--- src/rtl/tdm_demux_1to4.sv ---
// -----------------------------------------------------------------------------
// tdm_demux_1to4
// Receive-side 1-to-4 time-division demultiplexer. A serial bit stream framed
// by a sync pulse is split into four slots of WIDTH bits (MSB first), in
// channel order ch0..ch3. Each completed slot is latched into its own output
// register together with a one-cycle valid strobe.
//
// Optional feature macro: TDM_DEMUX_PARITY_EN
//   When defined, each slot carries WIDTH data bits followed by one even-parity
//   bit. A slot is only latched when the parity checks. Otherwise the slot is
//   dropped and par_err pulses for that channel.
//
// Ports:
//   clk        in   rising-edge clock
//   rst_n      in   asynchronous active-low reset
//   en         in   bit enable; din/sync are sampled only when en=1
//   sync       in   frame start, marks din as bit 0 of slot 0
//   din        in   serial data, MSB of each slot first
//   ch0..ch3   out  per-slot data registers (WIDTH bits)
//   ch_valid   out  one-cycle strobe, bit n = chn updated this cycle
//   frame_done out  one-cycle strobe when slot 3 completes
//   frame_err  out  one-cycle strobe when sync arrives mid-frame
//   par_err    out  (TDM_DEMUX_PARITY_EN only) one-cycle per-slot parity error
// -----------------------------------------------------------------------------
module tdm_demux_1to4 #(
    parameter int WIDTH = 8
) (
    input  logic             clk,
    input  logic             rst_n,
    input  logic             en,
    input  logic             sync,
    input  logic             din,
    output logic [WIDTH-1:0] ch0,
    output logic [WIDTH-1:0] ch1,
    output logic [WIDTH-1:0] ch2,
    output logic [WIDTH-1:0] ch3,
    output logic [3:0]       ch_valid,
    output logic             frame_done,
    output logic             frame_err
`ifdef TDM_DEMUX_PARITY_EN
    ,
    output logic [3:0]       par_err
`endif
);

    localparam int CNT_W = $clog2(WIDTH + 1);
`ifdef TDM_DEMUX_PARITY_EN
    localparam int SLOT_LEN = WIDTH + 1;
`else
    localparam int SLOT_LEN = WIDTH;
`endif
    localparam logic [CNT_W-1:0] LAST_BIT = CNT_W'(SLOT_LEN - 1);

    localparam logic [0:0] ST_IDLE = 1'b0;
    localparam logic [0:0] ST_RUN  = 1'b1;

    logic [0:0]       state_q,      state_d;
    logic [CNT_W-1:0] bit_cnt_q,    bit_cnt_d;
    logic [1:0]       slot_cnt_q,   slot_cnt_d;
    logic [WIDTH-1:0] shift_q,      shift_d;
    logic [WIDTH-1:0] ch_q [4];
    logic [WIDTH-1:0] ch_d [4];
    logic [3:0]       ch_valid_q,   ch_valid_d;
    logic             frame_done_q, frame_done_d;
    logic             frame_err_q,  frame_err_d;
`ifdef TDM_DEMUX_PARITY_EN
    logic [3:0]       par_err_q,    par_err_d;
`endif

    // Shift register with the current bit appended; the MSB falls off.
    logic [WIDTH-1:0] shifted;
    logic [WIDTH-1:0] slot_data;
    logic             slot_ok;

    assign shifted = WIDTH'({shift_q, din});

`ifdef TDM_DEMUX_PARITY_EN
    // On the parity-bit edge the shift register already holds all data bits.
    assign slot_data = shift_q;
    assign slot_ok   = ~^{shift_q, din};
`else
    assign slot_data = shifted;
    assign slot_ok   = 1'b1;
`endif

    always_comb begin
        state_d      = state_q;
        bit_cnt_d    = bit_cnt_q;
        slot_cnt_d   = slot_cnt_q;
        shift_d      = shift_q;
        ch_d         = ch_q;
        ch_valid_d   = 4'b0000;
        frame_done_d = 1'b0;
        frame_err_d  = 1'b0;
`ifdef TDM_DEMUX_PARITY_EN
        par_err_d    = 4'b0000;
`endif
        if (en) begin
            if (sync) begin
                // Sync in RUN (even on the very last bit of slot 3) aborts the
                // partial frame; already latched slots keep their values.
                if (state_q == ST_RUN) begin
                    frame_err_d = 1'b1;
                end
                state_d    = ST_RUN;
                shift_d    = {{(WIDTH-1){1'b0}}, din};
                bit_cnt_d  = CNT_W'(1);
                slot_cnt_d = 2'd0;
            end else if (state_q == ST_RUN) begin
                shift_d = shifted;
                if (bit_cnt_q == LAST_BIT) begin
                    bit_cnt_d  = '0;
                    slot_cnt_d = slot_cnt_q + 2'd1;
                    if (slot_ok) begin
                        ch_d[slot_cnt_q] = slot_data;
                        ch_valid_d       = 4'b0001 << slot_cnt_q;
                    end
`ifdef TDM_DEMUX_PARITY_EN
                    else begin
                        par_err_d = 4'b0001 << slot_cnt_q;
                    end
`endif
                    if (slot_cnt_q == 2'd3) begin
                        frame_done_d = 1'b1;
                        slot_cnt_d   = 2'd0;
                        state_d      = ST_IDLE;
                    end
                end else begin
                    bit_cnt_d = bit_cnt_q + CNT_W'(1);
                end
            end
        end
    end

    always_ff @(posedge clk or negedge rst_n) begin
        if (!rst_n) begin
            state_q      <= ST_IDLE;
            bit_cnt_q    <= '0;
            slot_cnt_q   <= 2'd0;
            shift_q      <= '0;
            ch_q[0]      <= '0;
            ch_q[1]      <= '0;
            ch_q[2]      <= '0;
            ch_q[3]      <= '0;
            ch_valid_q   <= 4'b0000;
            frame_done_q <= 1'b0;
            frame_err_q  <= 1'b0;
`ifdef TDM_DEMUX_PARITY_EN
            par_err_q    <= 4'b0000;
`endif
        end else begin
            state_q      <= state_d;
            bit_cnt_q    <= bit_cnt_d;
            slot_cnt_q   <= slot_cnt_d;
            shift_q      <= shift_d;
            ch_q         <= ch_d;
            ch_valid_q   <= ch_valid_d;
            frame_done_q <= frame_done_d;
            frame_err_q  <= frame_err_d;
`ifdef TDM_DEMUX_PARITY_EN
            par_err_q    <= par_err_d;
`endif
        end
    end

    assign ch0        = ch_q[0];
    assign ch1        = ch_q[1];
    assign ch2        = ch_q[2];
    assign ch3        = ch_q[3];
    assign ch_valid   = ch_valid_q;
    assign frame_done = frame_done_q;
    assign frame_err  = frame_err_q;
`ifdef TDM_DEMUX_PARITY_EN
    assign par_err    = par_err_q;
`endif

endmodule

--- config.mk ---
export PLATFORM = sky130hd
export DESIGN_NAME = tdm_demux_1to4
export DESIGN_NICKNAME = d
export VERILOG_FILES = /design/src/rtl/tdm_demux_1to4.sv
export SDC_FILE = /design/constraint.sdc
export NUM_CORES = 1
export LEC_CHECK = 0
export BUFFER_PORTS_ARGS = -buffer_cell sky130_fd_sc_hd__buf_2
export CAP_MARGIN = 5
export CORE_ASPECT_RATIO = 0.75
export CORE_MARGIN = 2
export CORE_UTILIZATION = 60
export CTS_BUF_LIST = sky130_fd_sc_hd__clkbuf_8
export DETAILED_ROUTE_END_ITERATION = 16
export GPL_TIMING_DRIVEN = 0
export PLACE_DENSITY = 0.83
export SETUP_SLACK_MARGIN = 0.5
export SYNTH_ARGS = -nofsm -noshare
export SYNTH_HDL_FRONTEND = slang
export SYNTH_SLANG_ARGS = --single-unit
export TNS_END_PERCENT = 20
--- constraint.sdc ---
create_clock -name clk -period 3.8 [get_ports clk]
set_input_delay 0.57 -clock clk [delete_from_list [all_inputs] [get_ports clk]]
set_output_delay 0.57 -clock clk [all_outputs]
set_load 0.005 [all_outputs]
==> results of run 1 <==
[registers in the layout, summed over array words and instances, names as in the netlist]
| signal | flops |
|---|---|
| frame_err | 1 |
| ch3 | 8 |
| ch0 | 8 |
| ch_valid | 4 |
| ch1 | 8 |
| ch2 | 8 |
| slot_cnt_q | 2 |
| shift_q | 7 |
| state_q | 1 |
| bit_cnt_q | 4 |
[cells in the mapped netlist]
cell       number
dfrtp_1        51
mux2_2         31
inv_1          13
o22ai_1         8
a2bb2oi_1       7
nand2_1         6
clkbuf_1        5
ha_1            5
nor4b_4         3
o21ai_0         3
mux2_1          2
nand3_1         2
o211ai_1        2
a21oi_1         1
a31oi_1         1
and2_1          1
and4b_1         1
buf_2           1
buf_4           1
buf_6           1
nand2_2         1
nand3b_1        1
nand4_1         1
nand4b_1        1
nor2_1          1
nor2b_1         1
nor4_4          1
o31ai_1         1
o41ai_1         1
or4_1           1
[stage by stage]
stage                     cells  setup slack, ns  power [mW]
after floorplan             155             1.95       0.687
after global placement      235             1.64       0.727
after detailed placement    235             1.60       0.736
after CTS                   243             1.66        1.10
after global routing        243             1.58        1.15
final                       243             1.67        1.10
[metal layers]
layer | part of all wire (%) | global-route usage [%] | up-vias | wire length (um)
li1 | - | - | 656 | -
met3 | 5.4 | 5.98 | 8 | 226
met4 | 1.7 | 8.73 | 0 | 70
met1 | 46 | 33.5 | 700 | 1930
met5 | 0 | 0 | - | 0
met2 | 47 | 33.8 | 46 | 1990
[cell type report]
type	count	area share, %
Buffer	8	1.69
Clock buffer	5	2.73
Clock inverter	3	1.74
Inverter	13	1.94
Multi-Input combinational cell	83	31.4
Sequential cell	51	50.6
Tap cell	40	1.99
Timing Repair Buffer	40	7.94
[report_power, final]
part           internal (mW)  switching (mW)  leakage, nW
combinational         0.0566          0.0609        0.563
clock                  0.196           0.177       0.0581
sequential             0.578          0.0305        0.695
total                  0.831           0.269         1.32
[kinds of logic (layout without fill, tap and decap cells)]
kind of cell               Yosys count  in the layout
DFF                                 51             51
and+or+nand+nor                     21             21
AOI/OAI and AO/OA                   24             24
muxes                               33             33
adders and majority gates            5              5
buffers and inverters               21             69
[worst max-delay path: stages, from the launching register on]
cell,delay (ns)
dfrtp_1,0.41
ha_1,0.22
nand3b_1,0.10
buf_6,0.17
nor4b_4,0.70
mux2_2,0.41
[path summary, 6_finish.rpt]
| check | end | slack, ns | cells after the start |
|---|---|---|---|
| max in group asynchronous | ch3[0] | 2.66 | 1 |
| min in group clk | ch3[6] | 0.49 | 1 |
| setup / recovery | ch3[3] | 1.67 | 5 |
| setup reg to reg | ch3[3] | 1.67 | 5 |
| hold reg to reg | ch3[6] | 0.49 | 1 |
| hold / removal | state_q | 0.47 | 1 |
==> results.toml, run 1 <==
[synth]
synth_fa_ha_area_share_pct = 2.90
syn_avg_cell_area_um2 = 13.9
synth_area_leader_cell = "dfrtp_1"
synth_compound_gate_area_share_pct = 7.83
synth_xor_area_share_pct = 0
synth_fp_nets = 165
synth_cell_types = 30
syn_area_mm2 = 0.00216
synth_mux_area_share_pct = 17.2
synth-seq-area-share_pct = 59.1
yosysWarnings = 0
synth_top_family_by_area = "multiplexers"
synth_area_leaders = "dfrtp_1 59%, mux2_2 16%, nor4b_4 3.3%"
syn-instance-count = 155
ys_ff_latch = 51
synth_top_area_share_pct = 59.1
synth-simple-area-share_pct = 8.70

[finish]
drive_gt1_share_pct = 42.9
diodes = 0
regArea_mm2 = 0.00128
final_common_cell = "dfrtp_1"
nets = 212
syn_to_final_growth_pct = 16.8
design_area_mm2 = 0.00252
final_cell_mix = "51 x dfrtp_1, 41 x buf_2, 31 x mux2_2, 13 x inv_1, 8 x o22ai_1"
postLayoutCoreUtil_pct = 75.1
multiInputGateArea_um2 = 791
nFillCells = 224

[sta]
setup_tns_ns = 0
slew_violations = 0
skew_ns = 0.00787
max_freq_mhz = 470
fin_crit_sh_pct = 56.0
finalSetupViolCount = 0
slew_headroom_pct = 26.6
hold_slack_ns = 0.469
min_period_ns = 2.13
rsz0062_at_grt = "false"
tightest_slew_ns = 1.10
final_hold_viol_count = 0

[placed_design]
port_buffers = 40
dp_hpwl_um = 2800
gp_congestion = 0.805
dpl_cell_area_mm2 = 0.00241

[grt]
grt_max_degree = 52
antenna_found_initial = 0
grt_pass1_vias = 1389
globalRouteTotalUtil_pct = 23.2
grt_remaining_overflow = 0
grt_first_pass_wirelength_um = 7160

[clocking]
clock-sinks = 51
cts_buffers = 5
clockBufferDepth = 2
cts_tree = "yes"
clock_latency_ns = 0.31
clk_pin_slew_worst_paths_ns = 0.09
postCtsSetupBuffers = 0
cts_max_level = 2
post_cts_resized = 0
cts_hold_buffers = 0
cts-root-buf = "clkbuf_8"

[setup_path]
end_kind = "flop"
startpoint_type = "flop"
cp_max_fo = 10
path_class = "reg2reg"
critPathRequiredTime_ns = 3.99
cp.arrival_ns = 2.32
r2r-start = "bit_cnt_q[0]"
critPathLaunch = "bit_cnt_q[0]"

[route]
ant_nets = 0
drt_first_pass_iters = 4
avgRoutedWirePerCell_um = 17.4
vias = 1410
routed_wl_um = 4220
drc = 0
viasPerCell = 5.80
drt_iter0_drc = 86

[worst_hold_path]
hold_class = "in2async"

[floorplan]
die_h_um = 55.9
num_rows = 18
dieArea_mm2 = 0.00410
io_pins = 43
start_util_pct = 64.3
coreArea_mm2 = 0.00336
die_w_um = 73.3

[power]
leakage_nw = 1.32
power_density_mw_per_mm2 = 436
ir_worst_vdd_v = 0.000316

[job]
maxCapViolCount = 0

[run_status]
status = "complete, no violations"
No activity file was read; power rests on OpenSTA's default activity.
==> run 2, diff against run 1 <==
Settings changed: ABC_AREA set to 1, CORE_UTILIZATION 60 to 57, PLACE_DENSITY 0.83 to 0.79.
Clock period 3.8 ns to 2.18 ns, I/O delays scaled along.
==> results.toml, run 2 <==
[power]
p_sw_mw = 0.490
switching_share_pct = 27.6
ir_worst_vdd_v = 0.000492
power_density_mw_per_mm2 = 692
p_seq_share_pct = 58.5
pwr-share-clk_pct = 29.0
leakage_nw = 1.49
p_comb_share_pct = 12.4
intPower_mw = 1.29

[floorplan]
num_rows = 19
start_util_pct = 60.0
coreArea_mm2 = 0.00368
die_h_um = 57.9
dieArea_mm2 = 0.00440
io_pins = 43
die_w_um = 75.9

[finish]
diodes = 0
nets = 290
final_common_cell = "nand2_1"
nFillCells = 309
syn_to_final_growth_pct = 16.3
drive_gt1_share_pct = 23.8
final_cell_mix = "79 x nand2_1, 51 x dfrtp_1, 46 x buf_2, 27 x nand4_1, 19 x inv_1"

[route]
viasPerCell = 5.22
drt_first_pass_iters = 4
drc = 0
drt_iter0_drc = 96
routed_wl_um = 4430
avgRoutedWirePerCell_um = 13.3
ant_nets = 0
vias = 1739

[clocking]
cts_tree = "yes"
cts_buffers = 5
cts_hold_buffers = 0
clockBufferDepth = 2
postCtsSetupBuffers = 0
cts-root-buf = "clkbuf_8"
cts_max_level = 2
clock_latency_ns = 0.30
clk_pin_slew_worst_paths_ns = 0.09
post_cts_resized = 0
clock-sinks = 51

[sta]
max_freq_mhz = 674
min_period_ns = 1.48
final_hold_viol_count = 0
finalSetupViolCount = 0
rsz0062_at_grt = "false"
fin_crit_sh_pct = 68.0
tightest_slew_ns = 1.07
hold_slack_ns = 0.218
slew_violations = 0
slew_headroom_pct = 28.4
setup_tns_ns = 0
skew_ns = 0.00756

[placed_design]
port_buffers = 42
dp_hpwl_um = 3150
gp_congestion = 0.824

[worst_hold_path]
hold_class = "in2async"

[synth]
yosysWarnings = 0
ys_ff_latch = 51
syn-instance-count = 231
syn_avg_cell_area_um2 = 9.57
synth_area_leader_cell = "dfrtp_1"
ys_async_sr_fraction_pct = 100
synth.most_common_cell = "nand2_1"
synth-seq-area-share_pct = 57.8
synth_top_area_share_pct = 57.8
syn_area_mm2 = 0.00221
synth_fp_nets = 241
synth-edff-count = 0
synth_cell_types = 19
synth_common_cells = "79 x nand2_1, 51 x dfrtp_1, 27 x nand4_1"
synthFlopType = "dfrtp_1"
synth_area_leaders = "dfrtp_1 58%, nand2_1 13%, nand4_1 7.6%"

[setup_path]
end_kind = "flop"
cp_max_fo = 9
path_class = "reg2reg"
critPathRequiredTime_ns = 2.37
cp.arrival_ns = 1.67
startpoint_type = "flop"

[grt]
grt_max_degree = 52
grt_remaining_overflow = 0
antenna_found_initial = 0
grt_pass1_vias = 1594
grt_first_pass_wirelength_um = 7290
globalRouteTotalUtil_pct = 22.2

[run_status]
status = "complete, no violations"

[job]
maxCapViolCount = 0
-- run 2: cell types whose count changed after synthesis, moves of 3 or more --
cell       previous run  this run
nand3_4               0         4
o22ai_1               8         5
inv_1                13        19
nand3_1               2        10
nand2_1               6        79
nor2_1                1         6
a2bb2oi_1             7         0
nor4b_4               3         0
buf_2                 1         4
mux2_2               31         0
nand4_1               1        27
-- run 2: cells by family (layout without fill, tap and decap cells) --
logic type	count (synthesis)	count (layout)	share of synthesized area (%)
AND/OR/NAND/NOR	131	131	29.3
buffers and inverters	31	81	6.85
flip-flops	51	51	57.8
AO/OA/AOI/OAI	13	13	3.23
adder cells (fa/ha/maj)	5	5	2.83
-- run 2: final timing paths --
check | startpoint | endpoint | slack (ns) | cells past startpoint
max | slot_cnt_q[0] | ch0[5] | 0.70 | 6
min | rst_n | ch_valid[2] | 0.22 | 1
max reg2reg | slot_cnt_q[0] | ch0[5] | 0.70 | 6
min reg2reg | ch2[1] | ch2[1] | 0.47 | 2
max in group asynchronous | rst_n | ch_valid[3] | 1.29 | 1
min in group clk | din | shift_q[0] | 0.33 | 3
-- run 2: stage by stage --
step,total power [mW],setup slack (ns),instances,cell area (um2),util [%]
after floorplan,1.19,0.909,231,2210,-
after global placement,1.27,0.761,325,2480,67.4
after detailed placement,1.28,0.722,325,2480,67.4
after CTS,1.79,0.706,333,2570,69.7
after global routing,1.88,0.586,333,2570,69.7
final,1.78,0.697,333,2570,69.7
-- run 2: per-layer routing --
layer  GRT usage [%]  wire (um)  vias up  share of wire, %
met5               0          0        -                 0
met4            5.01         32        0              0.72
met3            6.26        207        3               4.7
met2            33.0       2010       46                45
met1            32.8       2170      828                49
li1                -          -      862                 -
-- run 2: power by group through the flow --
stage,combinational [mW],clock [mW],sequential (mW)
finish,0.221,0.517,1.04
global placement,0.218,0,1.05
global route,0.250,0.581,1.05
floorplan,0.139,0,1.05
CTS,0.222,0.533,1.04
detailed placement,0.221,0,1.06
-- run 2: area by class of cell --
class	instances	area [um2]	share of cell area, %
Sequential cell	51	1280	49.7
Multi-Input combinational cell	149	782	30.4
Timing Repair Buffer	42	210	8.18
Buffer	12	80.1	3.12
Inverter	19	71.3	2.78
Clock buffer	5	68.8	2.68
Tap cell	52	65.1	2.53
Clock inverter	3	15.0	0.585
-- run 2: worst max-delay path, cell delays in order, from the launching register on --
cell and delay [ns]:
dfrtp_1 0.44, inv_1 0.10, ha_1 0.15, clkbuf_1 0.34, nand3_4 0.18, nand2_1 0.10
nand2_1 0.06
